===== config.mk =====
export PLATFORM = sky130hd
export DESIGN_NAME = ehgu_fifo_rd_stage
export DESIGN_NICKNAME = d
export VERILOG_FILES = /design/src/rtl/ehgu_basic_pkg.sv /design/src/rtl/ehgu_fifo_rd_obuf.sv /design/src/rtl/ehgu_fifo_rd_stage.sv
export SDC_FILE = /design/constraint.sdc
export NUM_CORES = 1
export LEC_CHECK = 0
export CORE_MARGIN = 4
export CORE_UTILIZATION = 45
export CTS_BUF_LIST = sky130_fd_sc_hd__clkbuf_4
export DETAILED_ROUTE_END_ITERATION = 12
export GPL_TIMING_DRIVEN = 0
export PLACE_DENSITY = 0.77
export SYNTH_ARGS = -nofsm -noshare
export SYNTH_HDL_FRONTEND = slang
export SYNTH_SLANG_ARGS = --single-unit

===== constraint.sdc =====
create_clock -name clk -period 7.4 [get_ports clk]
set_clock_uncertainty 0.1 [all_clocks]
set_input_delay 1.48 -clock clk [delete_from_list [all_inputs] [get_ports clk]]
set_output_delay 1.48 -clock clk [all_outputs]
set_load 0.03 [all_outputs]

===== src/rtl/ehgu_basic_pkg.sv =====
// rtl/ehgu_basic_pkg.sv - shared helpers for the ehgu FIFO blocks
package ehgu_basic_pkg;

    // Classification of one read-return cycle against the in-flight pipe tail.
    typedef enum logic [1:0] {
        RET_NONE        = 2'd0,
        RET_CAPTURE     = 2'd1,
        RET_UNSOLICITED = 2'd2,
        RET_MISSING     = 2'd3
    } ret_kind_e;

    function automatic int mod_inc(input int val, input int modulus);
        return (val >= modulus - 1) ? 0 : val + 1;
    endfunction

    function automatic int occ_width(input int depth);
        return $clog2(depth + 1);
    endfunction

    function automatic int ptr_width(input int depth);
        return (depth > 1) ? $clog2(depth) : 1;
    endfunction

endpackage


===== src/rtl/ehgu_fifo_rd_obuf.sv =====
// rtl/ehgu_fifo_rd_obuf.sv - circular output buffer with push port and show-ahead pop port
module ehgu_fifo_rd_obuf
    import ehgu_basic_pkg::*;
#(
    parameter int WIDTH = 8,
    parameter int DEPTH = 4
) (
    input  logic                            clk,
    input  logic                            rstn,
    input  logic                            push_valid,
    input  logic [WIDTH-1:0]                push_data,
    output logic                            pop_valid,
    output logic [WIDTH-1:0]                pop_data,
    input  logic                            pop_ready,
    output logic [occ_width(DEPTH)-1:0]     occupancy
);

    localparam int PW = ptr_width(DEPTH);
    localparam int OW = occ_width(DEPTH);

    logic [WIDTH-1:0] mem_q [DEPTH];
    logic [PW-1:0]    wptr_q, wptr_d;
    logic [PW-1:0]    rptr_q, rptr_d;
    logic [OW-1:0]    occ_q, occ_d;
    logic             pop_fire;

    always_comb begin
        pop_fire = (occ_q != '0) && pop_ready;
        wptr_d   = wptr_q;
        rptr_d   = rptr_q;
        occ_d    = occ_q;
        if (push_valid) begin
            wptr_d = PW'(mod_inc(32'(wptr_q), DEPTH));
        end
        if (pop_fire) begin
            rptr_d = PW'(mod_inc(32'(rptr_q), DEPTH));
        end
        case ({push_valid, pop_fire})
            2'b10:   occ_d = occ_q + OW'(1);
            2'b01:   occ_d = occ_q - OW'(1);
            default: occ_d = occ_q;
        endcase
    end

    always_ff @(posedge clk) begin
        if (!rstn) begin
            wptr_q <= '0;
            rptr_q <= '0;
            occ_q  <= '0;
        end else begin
            wptr_q <= wptr_d;
            rptr_q <= rptr_d;
            occ_q  <= occ_d;
        end
    end

    // Storage needs no reset: nothing is visible until occupancy says so.
    always_ff @(posedge clk) begin
        if (push_valid) begin
            mem_q[wptr_q] <= push_data;
        end
    end

    assign pop_valid = (occ_q != '0);
    assign pop_data  = pop_valid ? mem_q[rptr_q] : '0;
    assign occupancy = occ_q;

endmodule


===== src/rtl/ehgu_fifo_rd_stage.sv =====
// rtl/ehgu_fifo_rd_stage.sv - credit-based FIFO read drain stage with output buffer
module ehgu_fifo_rd_stage
    import ehgu_basic_pkg::*;
#(
    parameter int WIDTH      = 8,
    parameter int AWIDTH     = 8,
    parameter int RD_LAT     = 1,
    parameter int OBUF_DEPTH = 4
) (
    input  logic                               clk,
    input  logic                               rstn,
    input  logic [AWIDTH-1:0]                  avail_cnt,
    output logic                               rd_en,
    input  logic [WIDTH-1:0]                   rdata,
    input  logic                               rdata_valid,
    output logic [WIDTH-1:0]                   dout,
    output logic                               dout_valid,
    input  logic                               dout_ready,
    output logic [$clog2(OBUF_DEPTH+1)-1:0]    occupancy,
    output logic                               protocol_err
);

    if (RD_LAT < 1) begin : g_bad_lat
        $error("ehgu_fifo_rd_stage: RD_LAT must be >= 1");
    end
    if (OBUF_DEPTH < RD_LAT + 2) begin : g_bad_depth
        $error("ehgu_fifo_rd_stage: OBUF_DEPTH must be >= RD_LAT+2");
    end

    logic [RD_LAT-1:0] pipe_q, pipe_d;
    logic              pop_q, pop_d;
    logic              protocol_err_q, protocol_err_d;
    logic              tail;
    logic              push;
    ret_kind_e         ret_kind;
    int                inflight;
    int                credit;

    always_comb begin
        inflight = 0;
        for (int i = 0; i < RD_LAT; i++) begin
            inflight = inflight + int'(pipe_q[i]);
        end
        // A same-cycle output pop is deliberately not credited until it lands in occupancy.
        credit = OBUF_DEPTH - int'(occupancy) - inflight;
        // pop_q masks the stale avail_cnt that has not yet seen last cycle's pop.
        rd_en  = rstn && (avail_cnt > AWIDTH'(pop_q)) && (credit > 0);
        pop_d  = rd_en;

        pipe_d    = '0;
        pipe_d[0] = rd_en;
        for (int i = 1; i < RD_LAT; i++) begin
            pipe_d[i] = pipe_q[i-1];
        end
    end

    assign tail = pipe_q[RD_LAT-1];

    always_comb begin
        ret_kind = RET_NONE;
        case ({rdata_valid, tail})
            2'b11:   ret_kind = RET_CAPTURE;
            2'b10:   ret_kind = RET_UNSOLICITED;
            2'b01:   ret_kind = RET_MISSING;
            default: ret_kind = RET_NONE;
        endcase
        push           = (ret_kind == RET_CAPTURE);
        protocol_err_d = protocol_err_q
                         || (ret_kind == RET_UNSOLICITED)
                         || (ret_kind == RET_MISSING);
    end

    always_ff @(posedge clk) begin
        if (!rstn) begin
            pipe_q         <= '0;
            pop_q          <= 1'b0;
            protocol_err_q <= 1'b0;
        end else begin
            pipe_q         <= pipe_d;
            pop_q          <= pop_d;
            protocol_err_q <= protocol_err_d;
        end
    end

    assign protocol_err = protocol_err_q;

    ehgu_fifo_rd_obuf #(
        .WIDTH (WIDTH),
        .DEPTH (OBUF_DEPTH)
    ) u_obuf (
        .clk        (clk),
        .rstn       (rstn),
        .push_valid (push),
        .push_data  (rdata),
        .pop_valid  (dout_valid),
        .pop_data   (dout),
        .pop_ready  (dout_ready),
        .occupancy  (occupancy)
    );

endmodule

# Word level (Yosys, flattened, before mapping)
# Memories as Yosys holds them, arrays and structs flattened. A register that Yosys moved wholly into a read port is not among the register bits.
# Cells that the tools add are included.
[word_totals]
register_bits = 9
latch_bits = 0
mem_bits_rw = 32
romBits = 0
input_bits = 20
out_inout_bits = 14
word_cells = 40
memories = 1
[op_classes]
n_addsub = 6
mul = 0
n_div = 0
n_lt_le_gt_ge = 4
n_eq_ne = 8
shifts = 0
muxes = 9
n_bitwise = 0
n_reduce_logical = 7
[memory_table]
columns = ["name", "depth", "width", "read_ports", "rd_clocked_by_memory_dff", "write_ports", "line", "text"]
rows = [
  ["u_obuf.mem_q", 4, 8, 1, 1, 1, "ehgu_fifo_rd_obuf.sv:21", "logic [WIDTH-1:0] mem_q [DEPTH];"],
]
[ops]
columns = ["cell", "count"]
rows = [
  ["2-bit equality test (second input constant)", 5],
  ["8-bit by 1-bit greater-than comparator with 1-bit output", 1],
  ["2-bit two-way mux", 4],
  ["8-bit two-way mux", 1],
  ["2-bit by 1-bit equality test with 1-bit output (second input constant)", 3],
  ["2-bit case mux with 3 select lines", 1],
  ["3-bit case mux with 2 select lines", 1],
  ["5-bit by 1-bit greater-than comparator with 1-bit output (second input constant)", 1],
  ["4-bit by 2-bit subtractor with 5-bit output", 1],
  ["2-bit by 1-bit adder with 2-bit output (second input constant)", 2],
  ["2-bit greater-or-equal comparator (second input constant)", 2],
  ["3-bit by 3-bit subtractor with 4-bit output (first input constant)", 1],
  ["3-bit by 1-bit adder with 3-bit output (second input constant)", 1],
  ["1-bit logical AND", 3],
  ["3-bit nonzero test", 1],
  ["3-bit by 1-bit subtractor with 3-bit output (second input constant)", 1],
  ["1-bit logical OR", 2],
  ["1-bit two-way mux", 2],
  ["2-bit nonzero test", 1],
]

# Longest topological paths before layout
[depth]
depth_word = 5
depth_mapped = 10
ltp_nobuf = 10

# Hierarchy
# Synthesis repeated with hierarchy kept, for this count alone.
[unflattened]
hier_cells = 127
hier_area_um2 = 1893.1
[modules_own_cells]
columns = ["mod", "instances", "cells_per_inst", "area_per_inst_um2", "seq_area_each_um2"]
rows = [
  ["ehgu_fifo_rd_obuf", 1, 102, 1684.1, 1141.1],
  ["ehgu_fifo_rd_stage", 1, 25, 209.0, 40.0],
]

# Worst setup path before layout
# No wires, ideal clock.
[synth_path]
kind = "input to output"
start = "input port avail_cnt[0]"
end = "output port rd_en"
arrival_time_ps = 2642
required_ps = 5820
setup_slack_ps = 3178
stages = 4
n_path_buf = 0
path_cell_list = "inv_1 > ha_1 > o211a_1 > nor3_1"
[synth_via]
elab_chain_cells = 3
[synth_rtl]
columns = ["item", "line", "text"]
rows = [
  ["start, declared", "ehgu_fifo_rd_stage.sv:12", "input logic [AWIDTH-1:0] avail_cnt,"],
  ["8-bit by 1-bit greater-than comparator with 1-bit output", "ehgu_fifo_rd_stage.sv:47", "rd_en = rstn && (avail_cnt > AWIDTH'(pop_q)) && (credit > 0);"],
  ["1-bit logical AND (2 in a row)", "ehgu_fifo_rd_stage.sv:47", ""],
  ["end, declared", "ehgu_fifo_rd_stage.sv:13", "output logic rd_en,"],
]
# No other way between the ends.

# Worst setup path after layout
# Same ends and word-level chain as after synthesis.

==> flow_summary.toml <==
[placed_design]
pre_cts_ws_ns = 2.513
dpl.hpwl_microns = 2323
placed_cells = 206
io_buffer_count = 33
place_congestion = 0.7305

[global_routing]
grt_pass1_wl_microns = 5257
antenna_found_initial = 0
grt_overflow = 0
grt_pass1_vias = 1183
grt_usage = 0.1373
grt_max_degree = 14

[floorplanning]
ioPinCount = 34
core.rowCount = 23
die-area_sq_um = 5193
start_util = 0.4650
die_x_microns = 72.06
core_sq_um = 3971
fp.dieH_microns = 72.06

[clock_network]
cts_buffers = 5
clkSinkCount = 43
cts_setup_buffers = 0
cts.htree.levels = 2
ctsHoldBuffers = 0
cts.repair.resized = 0
clk_latency_ns = 0.34
cts_root_buf = "clkbuf_4"
clock_path_buffers = 2
clkTransAtPathRegs_ns = 0.11
cts_tree = "yes"

[synthesis]
netlist_area_sq_um = 1847
synth-seq-cells = 43
synth-seq-area-share = 0.6396
yosys_warnings = 0
syn-num-nets = 155
synth_cell_types = 24
avgSynthCellArea_sq_um = 15.01
synthCells = 123

[critical_path]
worstPathCellList = "clkdlybuf4s50_1, inv_1, ha_1, o211a_1, nor3_1, clkdlybuf4s50_1"
cpMostUsedCell = "clkdlybuf4s50_1"
required_ns = 5.82
start_kind = "input pin"
cp_slowest_cell = "clkdlybuf4s50_1"
worstPathMaxFanout = 2
slowest_delay_ns = 0.69
endpoint_kind = "primary output"
path_class = "input pin to primary output"
arrival_ns = 3.29

[finish]
diodes = 0
nNetsFinal = 195
layout-drive-gt1-share = 0.1098
finalNonFillerCells = 214
multi_input_area_sq_um = 609.3
num-fill-cells = 306
syn2layout_area_growth_pct = 24.39
regArea_sq_um = 1181

[timing]
final_hold_viol_count = 0
setup-violations-final = 0
finalMaxSlewViolations = 0
fin_crit_ns = 4.872
worst_slew_margin_rel = 0.6638
rsz0062_at_grt = "no"
whs_ns = 0.4023
tns_ns = 0
fin_crit_sh = 0.6584
fmax_ghz = 0.2053
fin_ws_ns = 2.528
tightest_slew_ns = 0.5043

[drt]
met1_length_microns = 1200
drt-initial-drc-count = 43
wire_per_inst_microns = 14.64
dr.pass1.iters = 4
via_count = 1091
ant_nets = 0
wl_met3_microns = 227
wl_met2_microns = 1664
routed_via_density = 5.098
drc = 0
highest_layer = "met4"
wl_microns = 3134

[pwr]
power_uw = 776.3
p_per_area_nw_per_um2 = 337.9
p_leak_nw = 0.8214
ir_drop_mv = 0.1860

[worst_hold_path]
hold_path.class = "flip-flop to flip-flop"

[status]
status = "finished clean"

[job]
max_cap_violations = 0
## cells in the final DEF (no fill, tap or decap)
cell type | Yosys | layout
and2_1 | 8 | 8
clkbuf_1 | 1 | 1
nor4_1 | 1 | 1
o21ai_0 | 2 | 2
xor2_1 | 2 | 2
o211a_1 | 1 | 1
ha_1 | 11 | 11
fa_1 | 1 | 1
clkinvlp_4 | 0 | 1
nor2b_1 | 1 | 1
buf_6 | 1 | 1
a21oi_1 | 6 | 6
nor3_1 | 3 | 3
mux2i_1 | 3 | 3
clkdlybuf4s50_1 | 0 | 33
clkbuf_4 | 0 | 6
o211ai_1 | 1 | 1
clkinv_2 | 0 | 1
edfxtp_1 | 32 | 32
mux4_2 | 8 | 8
nand2_1 | 2 | 2
nand3_1 | 2 | 2
or3_1 | 1 | 1
nor2_1 | 9 | 9
and3_1 | 4 | 4
inv_1 | 11 | 11
dfxtp_1 | 11 | 11
or2_2 | 1 | 1
## kinds of logic (layout without fill, tap and decap cells)
family,count (synthesis),count (layout),share of synthesized area
compound gates,10,10,0.03117
mux,11,11,0.1138
fa+ha+maj,12,12,0.08537
flops,43,43,0.6396
simple gates,32,32,0.09011
xor+xnor,2,2,0.009487
buf+inv,13,54,0.03049
## sequential cells by signal (all words and copies together) (netlist names), named ones only
signal,count
pop_q,1
protocol_err,1
u_obuf.mem_q,32
u_obuf.occupancy,3
u_obuf.rptr_q,2
u_obuf.wptr_q,2
## synthesized netlist by cell type
cell type  instances  area share
edfxtp_1          32        0.52
dfxtp_1           11        0.12
ha_1              11       0.075
inv_1             11       0.022
nor2_1             9       0.018
and2_1             8       0.027
mux4_2             8       0.098
a21oi_1            6       0.016
and3_1             4       0.014
mux2i_1            3       0.016
nor3_1             3      0.0081
nand2_1            2      0.0041
nand3_1            2      0.0054
o21ai_0            2      0.0054
xor2_1             2      0.0095
buf_6              1      0.0061
clkbuf_1           1      0.0020
fa_1               1       0.011
nor2b_1            1      0.0034
nor4_1             1      0.0034
o211a_1            1      0.0054
o211ai_1           1      0.0041
or2_2              1      0.0034
or3_1              1      0.0034
## final timing paths
path,start,end,slack (ns),depth (start not counted)
min,u_obuf.wptr_q[1],u_obuf.wptr_q[1],0.40,2
max,avail_cnt[0],rd_en,2.53,6
min reg2reg,u_obuf.wptr_q[1],u_obuf.wptr_q[1],0.40,2
max reg2reg,u_obuf.occupancy[0],u_obuf.occupancy[2],4.73,10
## metal layers
metal | up-vias | track usage
met4 | 0 | 0.05846
met1 | 520 | 0.1430
met2 | 35 | 0.2477
li1 | 531 | -
met5 | - | 0
met3 | 5 | 0.04848
## worst max-delay path: cells and delay by family
family | cells | cell delay, ns
simple gates | 1 | 0.13
compound gates | 1 | 0.22
fa+ha+maj | 1 | 0.28
buf+inv | 3 | 1.18
## through the flow
step                      utilization  area (sq um)
after floorplan                     -          1847
after global placement         0.5640          2240
after detailed placement       0.5640          2240
after CTS                      0.5785          2297
after global routing           0.5785          2297
final                          0.5785          2297
## where the power goes
part | leakage [nW] | internal [mW] | switching (mW)
sequential | 0.380 | 0.290 | 0.0216
clock | 0.0317 | 0.0404 | 0.0706
combinational | 0.410 | 0.162 | 0.192
total | 0.821 | 0.492 | 0.284
## area by class of cell
class	instances	area share
Inverter	11	0.01797
Sequential cell	43	0.5142
Timing Repair Buffer	33	0.1438
Tap cell	50	0.02723
Clock inverter	2	0.005447
Buffer	2	0.006536
Clock buffer	6	0.01961
Multi-Input combinational cell	67	0.2653
Note: power is estimated with default switching activity, not from simulation.
